### config.mk
export PLATFORM = sky130hd
export DESIGN_NAME = conv_job_scheduler
export DESIGN_NICKNAME = d
export VERILOG_FILES = /design/src/rtl/conv_job_scheduler.sv
export SDC_FILE = /design/constraint.sdc
export NUM_CORES = 1
export LEC_CHECK = 0
export CAP_MARGIN = 10
export CORE_MARGIN = 2
export CORE_UTILIZATION = 49
export DETAILED_ROUTE_END_ITERATION = 7
export PLACE_DENSITY = 0.78
export SKIP_CTS_REPAIR_TIMING = 1
export SYNTH_ARGS = -nofsm -noshare
export SYNTH_HDL_FRONTEND = slang
export SYNTH_SLANG_ARGS = --single-unit
export TNS_END_PERCENT = 30
### constraint.sdc
create_clock -name clk -period 1.6 [get_ports clk]
set_input_delay 0.16 -clock clk [delete_from_list [all_inputs] [get_ports clk]]
set_output_delay 0.16 -clock clk [all_outputs]
set_load 0.005 [all_outputs]
### src/rtl/conv_job_scheduler.sv
// conv_job_scheduler: round-robin arbiter handing a shared convolution core to two requesters, with run timeout.
module conv_job_scheduler #(
   parameter int SIZE_WIDTH     = 5,
   parameter int TIMEOUT_CYCLES = 4096
) (
   input  logic                  clk,
   input  logic                  rst,
   input  logic [1:0]            req_valid,
   input  logic [SIZE_WIDTH-1:0] req_size0,
   input  logic [SIZE_WIDTH-1:0] req_size1,
   output logic [1:0]            req_ready,
   output logic [1:0]            done_pulse,
   output logic [1:0]            err_timeout,
   output logic                  core_start,
   output logic [SIZE_WIDTH-1:0] core_size,
   input  logic                  core_done,
   output logic                  sel,
   output logic                  sched_busy
);
   localparam int CW = $clog2(TIMEOUT_CYCLES);
   localparam logic [2:0] IDLE   = 3'd0;
   localparam logic [2:0] GRANT  = 3'd1;
   localparam logic [2:0] LAUNCH = 3'd2;
   localparam logic [2:0] RUN    = 3'd3;
   localparam logic [2:0] FINISH = 3'd4;
   localparam logic [2:0] ABORT  = 3'd5;
   logic [2:0]    state;
   logic          last_grant;
   logic [CW-1:0] cnt;
   logic          w;
   logic [1:0]    owner;
   assign w     = &req_valid ? ~last_grant : req_valid[1];
   assign owner = sel ? 2'b10 : 2'b01;
   always_ff @(posedge clk) begin
      if (rst) begin
         state      <= IDLE;
         last_grant <= 1'b1;
         sel        <= 1'b0;
         core_size  <= '0;
         cnt        <= '0;
      end else begin
         case (state)
            IDLE: if (|req_valid) begin
               sel       <= w;
               core_size <= w ? req_size1 : req_size0;
               state     <= GRANT;
            end
            GRANT: state <= (core_size == '0) ? FINISH : LAUNCH;
            LAUNCH: begin
               cnt   <= '0;
               state <= RUN;
            end
            // a done arriving on the threshold cycle takes priority over the abort
            RUN: begin
               cnt <= cnt + CW'(1);
               if (core_done) state <= FINISH;
               else if (cnt == CW'(TIMEOUT_CYCLES - 1)) state <= ABORT;
            end
            FINISH, ABORT: begin
               last_grant <= sel;
               state      <= IDLE;
            end
            default: state <= IDLE;
         endcase
      end
   end
   assign req_ready   = (state == GRANT)  ? owner : 2'b00;
   assign done_pulse  = (state == FINISH) ? owner : 2'b00;
   assign err_timeout = (state == ABORT)  ? owner : 2'b00;
   assign core_start  = state == LAUNCH;
   assign sched_busy  = state != IDLE;
endmodule

==> results.json, run 1 <==
{
  "ir_drop_uv": 923,
  "synth_edf_count": 0,
  "setup_viol": 3,
  "async_flop_share": 0,
  "clock_latency_ns": 0.32,
  "worst_pin_slew_ns": 0.409,
  "first_iter_violations": 72,
  "grt_antenna_before_repair": 0,
  "vias": 1392,
  "cellPowerDensity_nw_per_um2": 1170,
  "met2WireLength_mm": 1.86,
  "synth-seq-area-share": 0.340,
  "yosysWarnings": 0,
  "crit_required_ns": 1.44,
  "syn_avg_cell_area_um2": 8.30,
  "grt_max_degree": 16,
  "detail_route.vias_per_cell": 6.30,
  "clk_pin_slew_worst_paths_ns": 0.13,
  "post-synth-top-count-cell": "dfxtp_1",
  "tritoncts": "yes",
  "synth-seq-cells": 22,
  "multiInputGateArea_um2": 812,
  "initial_core_util": 0.518,
  "wl_met1_mm": 1.47,
  "startpoint_type": "register",
  "grt_pass1_wl_mm": 5.79,
  "port_buffers": 28,
  "h-tree-depth": 1,
  "post-route-min-period_ns": 1.74,
  "r2r-start": "cnt[1]$_SDFFE_PP0P_",
  "cp-startpoint": "state[0]$_SDFFE_PP0P_",
  "fin_worst_skew_ns": 0.00613,
  "hp-start": "req_size0[0]",
  "hpwl_mm": 2.57,
  "path_max_fanout": 7,
  "ff_latch_area_um2": 448,
  "finalCritPeriodShare": 1.09,
  "cp.arrival_ns": 1.58,
  "gp_congestion": 0.852,
  "drc": 0,
  "met3_wirelength_um": 260,
  "status": "finished, violations left",
  "gr-total-overflow": 0,
  "yosys_most_used_dff": "dfxtp_1",
  "whs_path_depth": 3,
  "nFillCells": 205,
  "grt_pass1_vias": 1334,
  "synth_nets": 172,
  "highest_layer": "met4",
  "cp-end-kind": "primary output",
  "grt_usage": 0.231,
  "hold_path.class": "primary input to register",
  "yosys-top-cells-count": "dfxtp_1 (22), nand2_1 (15), a21oi_1 (14)",
  "r2r-end": "cnt[6]$_SDFFE_PP0P_",
  "synth_area_um2": 1290,
  "drv_cap": 0,
  "ff2ff_setup_slack_ns": 0.09,
  "path_class": "register to primary output",
  "p_leak_nw": 0.712,
  "slew_viol_final": 0,
  "routedWlPerCell_um": 16.6,
  "hold_viol": 0,
  "firstDrtPassIters": 4,
  "synth_top_cell_area_share": 0.340,
  "timing.fmax_mhz": 576,
  "synth_area_leaders": "dfxtp_1 (34%), a21oi_1 (5.4%), mux2i_1 (4.6%)",
  "hold_slack_ns": 0.469,
  "routed_wirelength_mm": 3.68,
  "yosys.area.top_type": "dfxtp_1",
  "ant_nets": 0,
  "core_um2": 2500,
  "fin_nets": 208,
  "n_antenna_cell": 0,
  "fin_ws_ns": -0.136,
  "area_growth_pct": 34.1,
  "slew_headroom": 0.727,
  "cts_root_buffer": "clkbuf_4",
  "cts_made_buffers": 3,
  "rsz0062_at_grt": "yes",
  "ys_types": 46,
  "violations": "negative setup slack",
  "dp_slack_ns": 0.104,
  "drive_gt1_frac": 0.173,
  "clockBufferDepth": 2,
  "cts.sinks": 22,
  "pin_count": 29,
  "rr_worst_depth": 4,
  "synth_cells": 156,
  "hold_end": "core_size[0]$_SDFFE_PP0P_",
  "fp.dieW_um": 55.4,
  "dieArea_um2": 3070,
  "num_rows": 18,
  "die_y_um": 55.4
}
[critical path, stage by stage, from the launching register on]
cell	delay, ns
dfxtp_2	0.37
buf_4	0.17
nor3_4	0.20
inv_2	0.07
clkdlybuf4s50_1	0.44
[metal layers]
layer  track usage  vias to the layer above
li1              -                      662
met1         0.266                      651
met2         0.398                       66
met3        0.0585                       13
met4         0.108                        0
met5             0                        -
[power breakdown]
part,switching (W),internal (W),total [W],leakage (nW)
Sequential,0.0000856,0.000633,0.000719,0.181
Combinational,0.000488,0.000502,0.000991,0.510
Clock,0.000187,0.000139,0.000326,0.0210
Total,0.000761,0.00128,0.00204,0.712
[worst max-delay path by stage]
| stage | cells after the start | slack, ns | endpoint |
|---|---|---|---|
| 2_1_floorplan | 4 | 0.22 | cnt[6]$_SDFFE_PP0P_ |
| 3_3_place_gp | 3 | 0.12 | core_start |
| 3_5_place_dp | 3 | 0.10 | core_start |
| 4_1_cts | 3 | -0.26 | core_start |
| 5_1_grt | 4 | -0.22 | sched_busy |
| 6_report | 4 | -0.14 | sched_busy |
[through the flow]
stage	area, um^2	power [W]	std cells	TNS [ns]	utilization
detailed placement	1650	0.00165	216	0	0.662
global route	1740	0.00215	221	-0.498	0.695
global placement	1650	0.00161	216	0	0.662
floorplan	1290	0.00122	156	0	-
finish	1740	0.00204	221	-0.268	0.695
CTS	1690	0.00197	220	-1.32	0.676
[sequential cells by signal, summed over array words and instances (netlist names)]
signal      count
cnt            12
last_grant      1
core_size       5
state           3
sel             1
[cell families after synthesis]
kind of cell             count (synthesis)  synth area share
XOR/XNOR                                 1           0.00676
AO/OA/AOI/OAI                           40             0.213
buffers and inverters                   14            0.0493
flip-flops                              22             0.340
adder cells (fa/ha/maj)                  1           0.00966
AND/OR/NAND/NOR                         72             0.335
multiplexers                             6            0.0464
[final cells by class]
cell class,count,share of cell area
inverter,4,0.00865
sequential,22,0.258
clock buffer,4,0.0209
tap,30,0.0216
multi-input combinational,120,0.468
timing repair buffer,41,0.223
[cells in the final DEF (no fill, tap or decap), types with 2 or more instances in the layout]
cell type,netlist,final
nor4bb_1,2,2
and3_1,3,3
and2_1,2,2
nand4b_1,2,2
dlymetal6s2s_1,0,5
or4_1,3,3
a211oi_1,6,6
dfxtp_1,22,18
nand4_1,7,7
clkbuf_4,0,3
a31o_1,4,4
nand3_1,3,3
dfxtp_2,0,3
a21oi_1,14,14
o21ai_1,3,3
nor2b_1,2,2
clkdlybuf4s50_1,0,23
inv_1,3,2
nor3_1,6,5
a31oi_1,4,4
and4_1,2,2
nor2_1,8,8
nand3b_1,2,2
nor3b_1,3,2
nand2_1,15,14
nand2b_1,4,4
mux2i_1,6,6
buf_4,1,12
inv_2,1,2
and4bb_1,2,2
(Power assumes the default switching activity.)
==> inputs of run 2 (changes only) <==
--- a/config.mk
+++ b/config.mk
@@ -5,7 +5,6 @@
 export SDC_FILE = /design/constraint.sdc
 export NUM_CORES = 1
 export LEC_CHECK = 0
-export CAP_MARGIN = 10
 export CORE_MARGIN = 2
 export CORE_UTILIZATION = 49
 export DETAILED_ROUTE_END_ITERATION = 7
==> results of run 2 <==
Same layout as run 1: the final DEF is identical, and so are final timing and power.
==> inputs of run 3 (changes only) <==
--- a/config.mk
+++ b/config.mk
@@ -6,9 +6,10 @@
 export NUM_CORES = 1
 export LEC_CHECK = 0
 export CORE_MARGIN = 2
-export CORE_UTILIZATION = 49
+export CORE_UTILIZATION = 53
 export DETAILED_ROUTE_END_ITERATION = 7
-export PLACE_DENSITY = 0.78
+export GPL_ROUTABILITY_DRIVEN = 1
+export PLACE_DENSITY_LB_ADDON = 0.12
 export SKIP_CTS_REPAIR_TIMING = 1
 export SYNTH_ARGS = -nofsm -noshare
 export SYNTH_HDL_FRONTEND = slang
==> constraint.sdc (replaced) <==
create_clock -name clk -period 2.08 [get_ports clk]
set_input_delay 0.208 -clock clk [delete_from_list [all_inputs] [get_ports clk]]
set_output_delay 0.208 -clock clk [all_outputs]
set_load 0.005 [all_outputs]
==> results.json, run 3 (synthesis gave the netlist of run 1 again) <==
{
  "status": "finished, final reports clean",
  "hpwl_mm": 2.47,
  "hold_path.class": "register to register",
  "largest_register_ff_count": 12,
  "cts_root_buffer": "clkbuf_4",
  "fin_ws_ns": 0.104,
  "finalCritPeriodShare": 0.950,
  "worst_pin_slew_ns": 0.417,
  "grt_pass1_wl_mm": 5.50,
  "cts_made_buffers": 3,
  "drive_gt1_frac": 0.104,
  "path_max_fanout": 18,
  "routedWlPerCell_um": 16.4,
  "first_iter_violations": 42,
  "crit_required_ns": 1.87,
  "ir_drop_uv": 730,
  "clockBufferDepth": 2,
  "cellPowerDensity_nw_per_um2": 897,
  "firstDrtPassIters": 4,
  "top_register": "cnt",
  "initial_core_util": 0.574,
  "fin_worst_skew_ns": 0.00583,
  "cp-startpoint": "state[2]$_SDFFE_PP0P_",
  "dpl_cell_area_um2": 1600,
  "cp.arrival_ns": 1.77,
  "rr_worst_depth": 4,
  "slew_headroom": 0.722,
  "fp.dieW_um": 53.4,
  "grt_usage": 0.266,
  "port_buffers": 28,
  "ff2ff_setup_slack_ns": 0.46,
  "routed_wirelength_mm": 3.46,
  "drv_cap": 0,
  "h-tree-depth": 1,
  "dieArea_um2": 2850,
  "die_y_um": 53.4,
  "worstSetupEndpoint": "core_start",
  "clk_pin_slew_worst_paths_ns": 0.13,
  "vias": 1313,
  "p_leak_nw": 0.574,
  "fin_tns_setup_ns": 0,
  "fin_nets": 200,
  "tritoncts": "yes",
  "cts.sinks": 22,
  "path_class": "register to primary output",
  "grt_max_degree": 19,
  "layout_commonest_cell": "clkdlybuf4s50_1",
  "area_growth_pct": 26.6,
  "fin_area_um2": 1640,
  "dp_slack_ns": 0.385,
  "r2r-end": "cnt[6]$_SDFFE_PP0P_",
  "rsz0062_at_grt": "no",
  "p_total_w": 0.00147,
  "ant_nets": 0,
  "n_antenna_cell": 0,
  "setup_viol": 0,
  "num_rows": 17,
  "core_um2": 2250,
  "startpoint_type": "register",
  "grt_antenna_before_repair": 0,
  "pin_count": 29,
  "hold_viol": 0,
  "gr-total-overflow": 0,
  "post-route-min-period_ns": 1.98,
  "detail_route.vias_per_cell": 6.22,
  "timing.fmax_mhz": 506,
  "r2r-start": "cnt[0]$_SDFFE_PP0P_",
  "grt_pass1_vias": 1229,
  "drc": 0,
  "slew_viol_final": 0,
  "reg_top3": "cnt x12, core_size x5, state x3",
  "clock_latency_ns": 0.32,
  "layout_common_cells": "clkdlybuf4s50_1 (28), dfxtp_1 (19), nand2_1 (15)",
  "gp_congestion": 0.871,
  "cp-end-kind": "primary output",
  "hold_slack_ns": 0.517
}
[run 3: changes by cell type in the layout (fill, tap and decap cells not counted), sizes merged]
cell           delta
buf               -8
dlymetal6s2s      -5
clkdlybuf4s50     +5
[run 3: worst min path at each step]
stage	depth (start not counted)	slack, ns	endpoint	start
final	2	0.52	cnt[10]$_SDFFE_PP0P_	cnt[10]$_SDFFE_PP0P_
after global placement	2	0.49	cnt[1]$_SDFFE_PP0P_	cnt[1]$_SDFFE_PP0P_
after global routing	2	0.54	cnt[1]$_SDFFE_PP0P_	cnt[1]$_SDFFE_PP0P_
after floorplan	2	0.38	cnt[4]$_SDFFE_PP0P_	rst
after detailed placement	2	0.49	cnt[10]$_SDFFE_PP0P_	cnt[10]$_SDFFE_PP0P_
after CTS	2	0.52	cnt[10]$_SDFFE_PP0P_	cnt[10]$_SDFFE_PP0P_
[run 3: report_power, final]
part           total (W)  internal (W)  switching (W)
registers       0.000580      0.000486      0.0000936
logic           0.000641      0.000330       0.000312
clock network   0.000250      0.000107       0.000143
[run 3: metal layers]
metal,track usage,vias up,share of wire
met3,0.0395,2,0.046
met2,0.496,39,0.53
met5,0,-,0
li1,-,643,-
met4,0.0726,0,0.0066
met1,0.308,629,0.42
[run 3: stage by stage]
stage / util / cells
after floorplan: - / 156
after global placement: 0.709 / 207
after detailed placement: 0.709 / 207
after CTS: 0.725 / 211
after global routing: 0.727 / 211
final: 0.727 / 211
[run 3: cell type report]
| cell class | instances | area, um^2 |
|---|---|---|
| multi-input cells | 120 | 791 |
| clock buffers | 4 | 36.3 |
| flip-flops and latches | 22 | 444 |
| repair buffers | 33 | 318 |
| well taps | 28 | 35.0 |
| fillers | 190 | 616 |
| inverters | 4 | 15.0 |
[run 3: worst max-delay path: stages, from the launching register on]
cell and delay, ns:
dfxtp_2 0.43, or3b_1 0.44, inv_1 0.08, clkdlybuf4s50_1 0.49
